[src/rtl/dram_pkg.sv]
// Shared types and codes for the DRAM request sequencer.
package dram_pkg;

    typedef enum logic [1:0] {
        ST_IDLE   = 2'd0,
        ST_REQ    = 2'd1,
        ST_WAIT_R = 2'd2,
        ST_RESP   = 2'd3
    } state_t;

    localparam logic [1:0] SZ_B = 2'd0;
    localparam logic [1:0] SZ_H = 2'd1;
    localparam logic [1:0] SZ_W = 2'd2;

    // Bit positions inside the one-hot load type {lhu, lbu, lw, lh, lb}.
    localparam int LT_LB  = 0;
    localparam int LT_LH  = 1;
    localparam int LT_LW  = 2;
    localparam int LT_LBU = 3;
    localparam int LT_LHU = 4;

    localparam logic [1:0] ERR_OK       = 2'd0;
    localparam logic [1:0] ERR_MISALIGN = 2'd1;
    localparam logic [1:0] ERR_TIMEOUT  = 2'd2;

endpackage

[src/rtl/dram_wstrb_gen.sv]
// Store lane alignment: byte strobes, shifted write data and the misalign flag.
module dram_wstrb_gen
    import dram_pkg::*;
(
    input  logic [1:0]  i_size,
    input  logic [1:0]  i_addr_lo,
    input  logic [31:0] i_wdata,
    output logic [3:0]  o_wstrb,
    output logic [31:0] o_wdata,
    output logic        o_misalign
);

    always_comb begin
        o_wstrb    = 4'b0000;
        o_misalign = 1'b0;
        case (i_size)
            SZ_B: o_wstrb = 4'b0001 << i_addr_lo;
            SZ_H: begin
                o_wstrb    = 4'b0011 << i_addr_lo;
                o_misalign = i_addr_lo[0];
            end
            SZ_W: begin
                o_wstrb    = 4'b1111;
                o_misalign = |i_addr_lo;
            end
            default: o_misalign = 1'b1;
        endcase
    end

    assign o_wdata = i_wdata << {i_addr_lo, 3'b000};

endmodule

[src/rtl/dram_req_ctrl.sv]
// Single-outstanding load/store sequencer from the memory stage to the DRAM bus.
//
// state     | meaning
// ST_IDLE   | ready for a pipeline request
// ST_REQ    | bus request held until mem_ready
// ST_WAIT_R | load issued, waiting for read data or timeout
// ST_RESP   | one-cycle completion pulse
module dram_req_ctrl
    import dram_pkg::*;
#(
    parameter int TIMEOUT_CYCLES = 255
) (
    input  logic        clk,
    input  logic        rst,
    input  logic        req_valid,
    output logic        req_ready,
    input  logic        req_we,
    input  logic [31:0] req_addr,
    input  logic [31:0] req_wdata,
    input  logic [1:0]  req_size,
    input  logic [4:0]  req_load_type,
    output logic        mem_valid,
    input  logic        mem_ready,
    output logic        mem_we,
    output logic [31:0] mem_addr,
    output logic [31:0] mem_wdata,
    output logic [3:0]  mem_wstrb,
    input  logic        mem_rvalid,
    input  logic [31:0] mem_rdata,
    output logic        resp_valid,
    output logic [31:0] resp_rdata,
    output logic [31:0] resp_raddr,
    output logic [4:0]  resp_load_type,
    output logic [1:0]  resp_err
);

    localparam int CNT_W = $clog2(TIMEOUT_CYCLES + 1);
    localparam logic [CNT_W-1:0] CNT_LAST = CNT_W'(TIMEOUT_CYCLES - 1);
    localparam logic [CNT_W-1:0] CNT_MAX  = '1;

    state_t           r_state;
    state_t           w_next;
    logic [CNT_W-1:0] r_cnt;
    logic             r_we;
    logic [31:0]      r_addr;
    logic [31:0]      r_wdata;
    logic [3:0]       r_wstrb;
    logic [31:0]      r_rdata;
    logic [31:0]      r_raddr;
    logic [4:0]       r_load_type;
    logic [1:0]       r_err;

    logic [3:0]       w_wstrb;
    logic [31:0]      w_wdata;
    logic             w_misalign;
    logic             w_accept;
    logic             w_cnt_tc;

    dram_wstrb_gen u_wstrb_gen (
        .i_size     (req_size),
        .i_addr_lo  (req_addr[1:0]),
        .i_wdata    (req_wdata),
        .o_wstrb    (w_wstrb),
        .o_wdata    (w_wdata),
        .o_misalign (w_misalign)
    );

    assign w_accept = (r_state == ST_IDLE) && req_valid;
    assign w_cnt_tc = (r_cnt == CNT_LAST);

    always_ff @(posedge clk or posedge rst) begin
        if (rst) r_state <= ST_IDLE;
        else     r_state <= w_next;
    end

    always_comb begin
        w_next = r_state;
        case (r_state)
            ST_IDLE:   if (req_valid) w_next = w_misalign ? ST_RESP : ST_REQ;
            ST_REQ:    if (mem_ready) w_next = r_we ? ST_RESP : ST_WAIT_R;
            ST_WAIT_R: if (mem_rvalid || w_cnt_tc) w_next = ST_RESP;
            default:   w_next = ST_IDLE;
        endcase
    end

    always_ff @(posedge clk or posedge rst) begin
        if (rst) begin
            r_cnt       <= '0;
            r_we        <= 1'b0;
            r_addr      <= '0;
            r_wdata     <= '0;
            r_wstrb     <= '0;
            r_rdata     <= '0;
            r_raddr     <= '0;
            r_load_type <= '0;
            r_err       <= ERR_OK;
        end else begin
            if (w_accept) begin
                r_we        <= req_we;
                r_addr      <= {req_addr[31:2], 2'b00};
                r_wdata     <= req_we ? w_wdata : 32'h0;
                r_wstrb     <= req_we ? w_wstrb : 4'b0000;
                r_rdata     <= '0;
                r_raddr     <= req_addr;
                r_load_type <= req_we ? 5'b00000 : req_load_type;
                r_err       <= w_misalign ? ERR_MISALIGN : ERR_OK;
            end
            if (r_state == ST_REQ && mem_ready) r_cnt <= '0;
            // Read data wins over a timeout landing in the same cycle.
            if (r_state == ST_WAIT_R) begin
                if (mem_rvalid)    r_rdata <= mem_rdata;
                else if (w_cnt_tc) r_err   <= ERR_TIMEOUT;
                else if (r_cnt != CNT_MAX) r_cnt <= r_cnt + CNT_W'(1);
            end
        end
    end

    assign req_ready      = (r_state == ST_IDLE);
    assign mem_valid      = (r_state == ST_REQ);
    assign resp_valid     = (r_state == ST_RESP);
    assign mem_we         = r_we;
    assign mem_addr       = r_addr;
    assign mem_wdata      = r_wdata;
    assign mem_wstrb      = r_wstrb;
    assign resp_rdata     = r_rdata;
    assign resp_raddr     = r_raddr;
    assign resp_load_type = r_load_type;
    assign resp_err       = r_err;

endmodule
[config.mk]
export PLATFORM = sky130hd
export DESIGN_NAME = dram_req_ctrl
export DESIGN_NICKNAME = d
export VERILOG_FILES = /design/src/rtl/dram_pkg.sv /design/src/rtl/dram_wstrb_gen.sv /design/src/rtl/dram_req_ctrl.sv
export SDC_FILE = /design/constraint.sdc
export NUM_CORES = 1
export LEC_CHECK = 0
export ABC_AREA = 1
export BUFFER_PORTS_ARGS = -buffer_cell sky130_fd_sc_hd__buf_2
export CAP_MARGIN = 20
export CELL_PAD_IN_SITES_DETAIL_PLACEMENT = 0
export CELL_PAD_IN_SITES_GLOBAL_PLACEMENT = 2
export CORE_UTILIZATION = 28
export DETAILED_ROUTE_END_ITERATION = 12
export PLACE_DENSITY = 0.93
export SYNTH_ARGS = -nofsm -noshare
export SYNTH_HDL_FRONTEND = slang
export SYNTH_SLANG_ARGS = --single-unit
export TNS_END_PERCENT = 10
[constraint.sdc]
create_clock -name clk -period 12.05 [get_ports clk]
set_input_delay 2.41 -clock clk [delete_from_list [all_inputs] [get_ports clk]]
set_output_delay 2.41 -clock clk [all_outputs]
set_load 0.01 [all_outputs]
[Word level (Yosys, flattened, before mapping)]
Index checks and enable logic that the tools add are counted.
Word-level totals
  flip-flop bits (word level): 148
  bits of input ports: 109
Operators by class
  add/sub/neg operators: 1
  equal/unequal tests: 10
  shift-type cells: 3
  mux-type cells: 24
  reductions and logical operators: 7
Operator list (count)
  2-to-1 mux 32 bit: 4
  2-to-1 mux 8 bit: 5
  << shifter 32 x 5 -> 32 bit: 1
  2-to-1 mux 2 bit: 8
  case mux 4 bit (3 select lines): 1
  adder 8 x 1 -> 8 bit (second input constant): 1
  == test 8 bit (second input constant): 1
  != test 8 bit (second input constant): 1
  == test 2 bit (second input constant): 3
  case mux 2 bit (3 select lines): 1
  2-to-1 mux 5 bit: 1
  == test 2 x 1 -> 1 bit (second input constant): 2
  zero test 2 bit: 2
  2-to-1 mux 4 bit: 1
  != test 2 bit (second input constant): 2
  << shifter 1 x 2 -> 4 bit (first input constant): 1
  << shifter 2 x 2 -> 4 bit (first input constant): 1
  case mux 1 bit (3 select lines): 1
  AND reduction 3 bit: 1
  logical AND 1 bit: 2
  2-to-1 mux 1 bit: 2
  != test 2 x 1 -> 1 bit (second input constant): 1
  OR reduction 2 bit: 1
  logical OR 1 bit: 1

[Longest topological paths before layout]
Gate-level depths: netlist of run 1.
  depth in word-level cells: 7
  gate-level depth with buffers: 10
  gate-level depth less buffers: 10

[By module]
From an unflattened synthesis of run 1, not the netlist that was laid out.
Second synthesis, totals
  cells, all modules: 783
  area total of the unflattened synthesis: 6013.3 µm²
Modules (own cells, without submodules)
  dram_req_ctrl: instances 1, cells each 599, area an instance 5207.5 µm²
  dram_wstrb_gen: instances 1, cells each 184, area an instance 805.8 µm²

[Least setup slack after synthesis of run 1]
Ideal clock, no wire load.
  path type: in2reg
  from: in req_addr[0]
  to: reg r_wstrb[1] (netlist: mem_wstrb[1])
  setup time: 0.127 ns
  data arrival time: 3.153 ns
  data required time: 11.923 ns
  setup slack: 8.770 ns
  stages on the path: 6
  path buffers: 2
  path through: buf_4 > inv_1 > buf_2 > o21ai_0 > a21oi_1 > o21ai_0
On the way
  word-level cells in the longest chain between the ends: 3
Ends and longest elaborated chain
  start, declared: RTL line dram_req_ctrl.sv:18  | input logic [31:0] req_addr,
  << shifter 2 x 2 -> 4 bit or << shifter 1 x 2 -> 4 bit (tied branches): RTL line dram_wstrb_gen.sv:19, dram_wstrb_gen.sv:17
  case mux 4 bit (3 select lines) (*): RTL line dram_wstrb_gen.sv:16  | case (i_size)
  2-to-1 mux 4 bit (*): RTL line dram_req_ctrl.sv:102  | r_wstrb <= req_we ? w_wstrb : 4'b0000;
  end signal, assigned: RTL line dram_req_ctrl.sv:102
  end, declared: RTL line dram_req_ctrl.sv:47  | logic [3:0] r_wstrb;
Every way passes the cells marked *; elsewhere a longest branch is shown, timed or not.
A chain may end at the register's enable or synchronous reset.

[Worst setup path in the final report of run 1]
  from: in req_valid
  to: reg r_wdata[22] (netlist: mem_wdata[22])
On the way
  word-level cells in the longest chain between the ends: 1
Ends and longest elaborated chain
  start, declared: RTL line dram_req_ctrl.sv:15  | input logic req_valid,
  logical AND 1 bit: RTL line dram_req_ctrl.sv:68  | assign w_accept = (r_state == ST_IDLE) && req_valid;
  end signal, assigned: RTL line dram_req_ctrl.sv:101  | r_wdata <= req_we ? w_wdata : 32'h0;
  end, declared: RTL line dram_req_ctrl.sv:46  | logic [31:0] r_wdata;
No other way between the ends.

==> flow_summary.ini, run 1 <==
[logic_synthesis]
synth.cell_area_sq_um = 5660
ys_warn_count = 0
synth_fa_ha_area_share_pct = 1.33
yosys-top-cells-area = dfrtp_1, nand2_1, nand3_1, buf_4, o21ai_0
synth.area.mux_share_pct = 0.531
syn_inst = 688
ys_ff_latch = 118
synth_cell_types = 29
synth_xor_area_share_pct = 0.155
seq_area_frac_synth_pct = 52.2
ys.flop_type = dfrtp_1
avgSynthCellArea_sq_um = 8.23
synthArstFlopShare_pct = 100
synth_top_area_share_pct = 52.2
synth_compound_area_share_pct = 7.65
synth_edf_count = 0
synth_simple_gate_area_share_pct = 28.7
yosys.area.top_type = dfrtp_1
synth_top_family_by_area = simple AND/OR/NAND/NOR gates

[cts]
clock_path_buffers = 2
clock_sinks = 118
hold_buffers = 0
clock_latency_ns = 0.41
root_buffer = clkbuf_16
cts_tree = done
post_cts.repair.setup_buffers = 0
cts_buffers = 17
clkSlewWorstSetupHoldPaths_ns = 0.06
cts_resized = 0
h-tree-depth = 4

[place]
dpl.hpwl_um = 12200
io_buffers = 249
globalplace.congestion = 0.787

[detailed_routing]
antenna_left = 0
drc = 0
vias_per_cell = 4.51
drt_iter0_markers = 173
wl_per_cell_um = 15.0
vias = 5270
drtPass1Iterations = 4
routed_wl_um = 17500

[final_layout]
drive_gt1_share_pct = 33.8
nNetsFinal = 1005
syn2layout_area_growth_pct = 31.9
final_common_cell = nand2_1
final_cell_mix = nand2_1, buf_2, dfrtp_1
insertedDiodeCount = 0

[grt]
grt_pass1_wl_um = 26700
track_usage_pct = 16.9
antenna_found_initial = 0
overflow = 0
grt_pass1_vias = 4942
grt_max_degree = 74

[sta]
finalSetupViolCount = 0
slew_viol_final = 0
finalCriticalPeriod_ns = 4.09
max_freq_mhz = 244
fin_tns_setup_ns = 0
worst_pin_slew_ns = 1.00
slew_headroom_pct = 33.0
rsz0062_at_grt = false
fin_crit_sh_pct = 34.0
clock_skew_ns = 0.00655
hold_viol = 0
worst_hold_slack_ns = 0.472

[worst_setup_path]
critPathCaptureType = flip-flop
cp_max_fo = 69
critical_path_class = input port to flip-flop
crit_required_ns = 12.35
cp.arrival_ns = 4.40
r2r_setup_slack_ns = 9.26
start_kind = input port

[hold_path]
hold_path_class = flip-flop to flip-flop

[pwr]
power_density_nw_per_um2 = 242
max-vdd-ir-drop_mv = 0.0814
p_leak_nw = 4.23

[die]
die-area_sq_um = 20800
fp.dieW_um = 144
io_pins = 252
fp.dieH_um = 144
fp-row-count = 51
core_area_sq_um = 19700
initial_core_util_pct = 28.8

[outcome]
status = completed

[run]
drv_cap = 0
-- critical path, cell delays in order --
cell,delay [ns]
buf_2,0.12
nand2_4,0.37
buf_4,0.70
nor2_4,0.10
inv_2,0.32
a21oi_1,0.07
a22o_1,0.19
-- path summary, 6_finish.rpt --
| kind | start | endpoint | cells past startpoint |
|---|---|---|---|
| setup / recovery | req_valid | mem_wdata[22] | 7 |
| hold / removal | mem_wdata[31] | mem_wdata[31] | 2 |
| setup reg to reg | r_state[0] | mem_wdata[22] | 8 |
| hold reg to reg | mem_wdata[31] | mem_wdata[31] | 2 |
| max in group asynchronous | rst | resp_load_type[2] | 3 |
| min in group asynchronous | rst | resp_raddr[25] | 2 |
-- where the power goes --
part,total [mW],internal [mW],switching [mW]
clock,0.505,0.311,0.194
sequential,0.641,0.545,0.0961
combinational,0.663,0.253,0.410
total,1.81,1.11,0.700
-- Yosys cell counts (6+ instances only) --
master	number
nand2_1	269
clkbuf_1	15
o21ai_0	23
inv_1	25
o21ai_1	14
a21oi_2	9
ha_1	6
a22o_1	8
dfrtp_1	118
buf_4	33
buf_2	21
a21oi_1	14
nand3_1	94
nor2_1	14
-- area by class of cell --
type                    instances  area (sq um)
clock inverters                14           151
fillers                      2104         12200
well taps                     265           332
repair buffers                254          1300
flip-flops and latches        118          2950
clock buffers                  18           439
inverters                      27           104
multi-input cells             472          2180
-- sequential cells by signal (all words and copies together), names as in the netlist --
name / flops
resp_rdata: 32
mem_wdata: 32
mem_we: 1
r_cnt: 8
r_state: 2
resp_load_type: 5
resp_err: 2
resp_raddr: 32
mem_wstrb: 4
-- metrics by stage --
step | area [sq um] | setup slack (ns) | std cells | power (mW) | utilization (%)
floorplan | 5660 | 6.51 | 689 | 1.08 | -
global placement | 6850 | 7.57 | 1135 | 1.31 | 34.8
detailed placement | 6850 | 7.52 | 1135 | 1.32 | 34.8
CTS | 7440 | 7.96 | 1167 | 1.84 | 37.8
global route | 7460 | 7.79 | 1168 | 1.96 | 38.0
finish | 7460 | 7.96 | 1168 | 1.81 | 38.0
-- kinds of logic (layout without fill, tap and decap cells) --
logic type	after synthesis	count (layout)
xor gates and xnor gates	1	1
DFF	118	118
muxes	3	3
other	1	2
adders and majority gates	6	6
and+or+nand+nor	388	388
AOI/OAI and AO/OA	72	72
buffers and inverters	99	313
-- routing by layer --
| layer | global-route usage [%] | share of wire, % | vias to the layer above |
|---|---|---|---|
| li1 | - | - | 2605 |
| met1 | 20.2 | 43 | 2446 |
| met2 | 27.7 | 47 | 196 |
| met3 | 6.26 | 8.9 | 23 |
| met4 | 6.15 | 1.8 | 0 |
| met5 | 0 | 0 | - |
(Power assumes the default switching activity.)
==> inputs of run 2 (changes only) <==
- CORE_UTILIZATION: 28 -> 23
- PLACE_DENSITY: 0.93 -> 0.82
- clock period: 12.05 -> 3.6 ns (I/O delays scaled with it)
==> run 2 against run 1 <==
  * Clock power increased to 3.6 times the previous value
  * Clock skew hardly changed
  * First-iteration DRC count grew 55%
  * Die area grew 21%
  * Final area rose by 1.7%
  * Global-route usage decreased by 1.8 points
  * Critical endpoint is now mem_wdata[0]
==> flow_summary.ini, run 2 (synthesis gave the netlist of run 1 again) <==
[detailed_routing]
wl_per_cell_um = 15.2
drc = 0
drt-met1-wl_um = 8390
drt_iter0_markers = 268
drtPass1Iterations = 5
vias_per_cell = 4.38
routed_wl_um = 18700
wl_met3_um = 1440
vias = 5380
antenna_left = 0
topRoutingLayerUsed = met5
wl_met2_um = 8530

[sta]
rsz0062_at_grt = false
worst_pin_slew_ns = 0.997
slew_viol_final = 0
hold_viol = 0
fin_crit_sh_pct = 59.8
fin_tns_setup_ns = 0
worst_hold_slack_ns = 0.474
layout_setup_ws_ns = 1.45
slew_headroom_pct = 33.5
finalSetupViolCount = 0
max_freq_mhz = 465
clock_skew_ns = 0.00624
finalCriticalPeriod_ns = 2.15

[place]
globalplace.congestion = 0.776
io_buffers = 249
place_area_sq_um = 6960
dpl.hpwl_um = 12700
preCtsSetupSlack_ns = 1.11

[cts]
cts_tree = done
clock_path_buffers = 2
post_cts.repair.setup_buffers = 0
root_buffer = clkbuf_16
hold_buffers = 0
cts_resized = 0
h-tree-depth = 4
cts_buffers = 17
clkSlewWorstSetupHoldPaths_ns = 0.06
clock_latency_ns = 0.41
clock_sinks = 118

[final_layout]
syn2layout_area_growth_pct = 34.2
final_cell_mix = nand2_1, buf_2, dfrtp_1
final_common_cell = nand2_1
design_area_sq_um = 7590
utilization_pct = 31.3
nNetsFinal = 1006
drive_gt1_share_pct = 33.7

[die]
fp-row-count = 57
initial_core_util_pct = 23.3
die-area_sq_um = 25200
fp.dieW_um = 159
fp.dieH_um = 159
io_pins = 252
core_area_sq_um = 24200

[pwr]
p_int_mw = 3.84
power_frac_comb_pct = 35.8
max-vdd-ir-drop_mv = 0.242
power_density_nw_per_um2 = 822
p_leak_nw = 4.25
sw_frac_of_total_pct = 38.5
clkPwrFrac_pct = 29.5
p_seq_share_pct = 34.7
switchingPower_mw = 2.40

[worst_setup_path]
critical_path_class = flip-flop to flip-flop
cp.arrival_ns = 2.47
crit_required_ns = 3.91
critPathCaptureType = flip-flop
start_kind = flip-flop
cp_max_fo = 36

[hold_path]
hold_path_class = flip-flop to flip-flop

[outcome]
status = completed

[grt]
grt_max_degree = 119
overflow = 0
grt_pass1_wl_um = 29800
track_usage_pct = 15.1
antenna_found_initial = 2
grt_pass1_vias = 5180

[run]
drv_cap = 0
## run 2: metrics by stage
| stage | total power [mW] | std cells |
|---|---|---|
| 4_1_cts | 6.36 | 1228 |
| 6_report | 6.24 | 1229 |
| 3_3_place_gp | 4.45 | 1196 |
| 2_1_floorplan | 3.61 | 689 |
| 3_5_place_dp | 4.46 | 1196 |
| 5_1_grt | 6.70 | 1228 |
## run 2: power groups by stage
stage	Clock, mW	Combinational [mW]	Sequential [mW]
2_1_floorplan	0	1.26	2.35
3_3_place_gp	0	2.27	2.19
3_5_place_dp	0	2.28	2.18
4_1_cts	1.91	2.28	2.17
5_1_grt	1.96	2.51	2.24
6_report	1.84	2.23	2.16
## run 2: metal layers
metal	track usage, %	vias up
met3	5.02	19
met4	5.55	2
met2	23.8	229
met5	0	-
li1	-	2606
met1	19.1	2524
## run 2: path summary, 6_finish.rpt
check                           cells past startpoint  slack, ns     startpoint       endpoint
worst min register to register                      2       0.47  mem_wdata[15]  mem_wdata[15]
max in group asynchronous                           3       2.59            rst   mem_wdata[6]
min in group asynchronous                           3       0.52            rst  resp_raddr[8]
worst max register to register                      6       1.45     r_state[1]   mem_wdata[0]
worst max-delay path                                6       1.45     r_state[1]   mem_wdata[0]
worst min-delay path                                2       0.47  mem_wdata[15]  mem_wdata[15]
## run 2: cell type report
class	instances	area (sq um)
fill	2637	16700
tap	324	405
clock buffer	18	429
sequential	118	2950
inverter	27	105
antenna	1	2.50
clock inverter	14	201
multi-input combinational	472	2180
timing repair buffer	255	1320
## run 2: worst max-delay path, cell delays in order, from the launching register on
cell and delay (ns):
dfrtp_1 0.41, inv_1 0.09, ha_1 0.29, nand2_4 0.32, nor2_4 0.30, nand2_1 0.33, o21ai_0 0.29
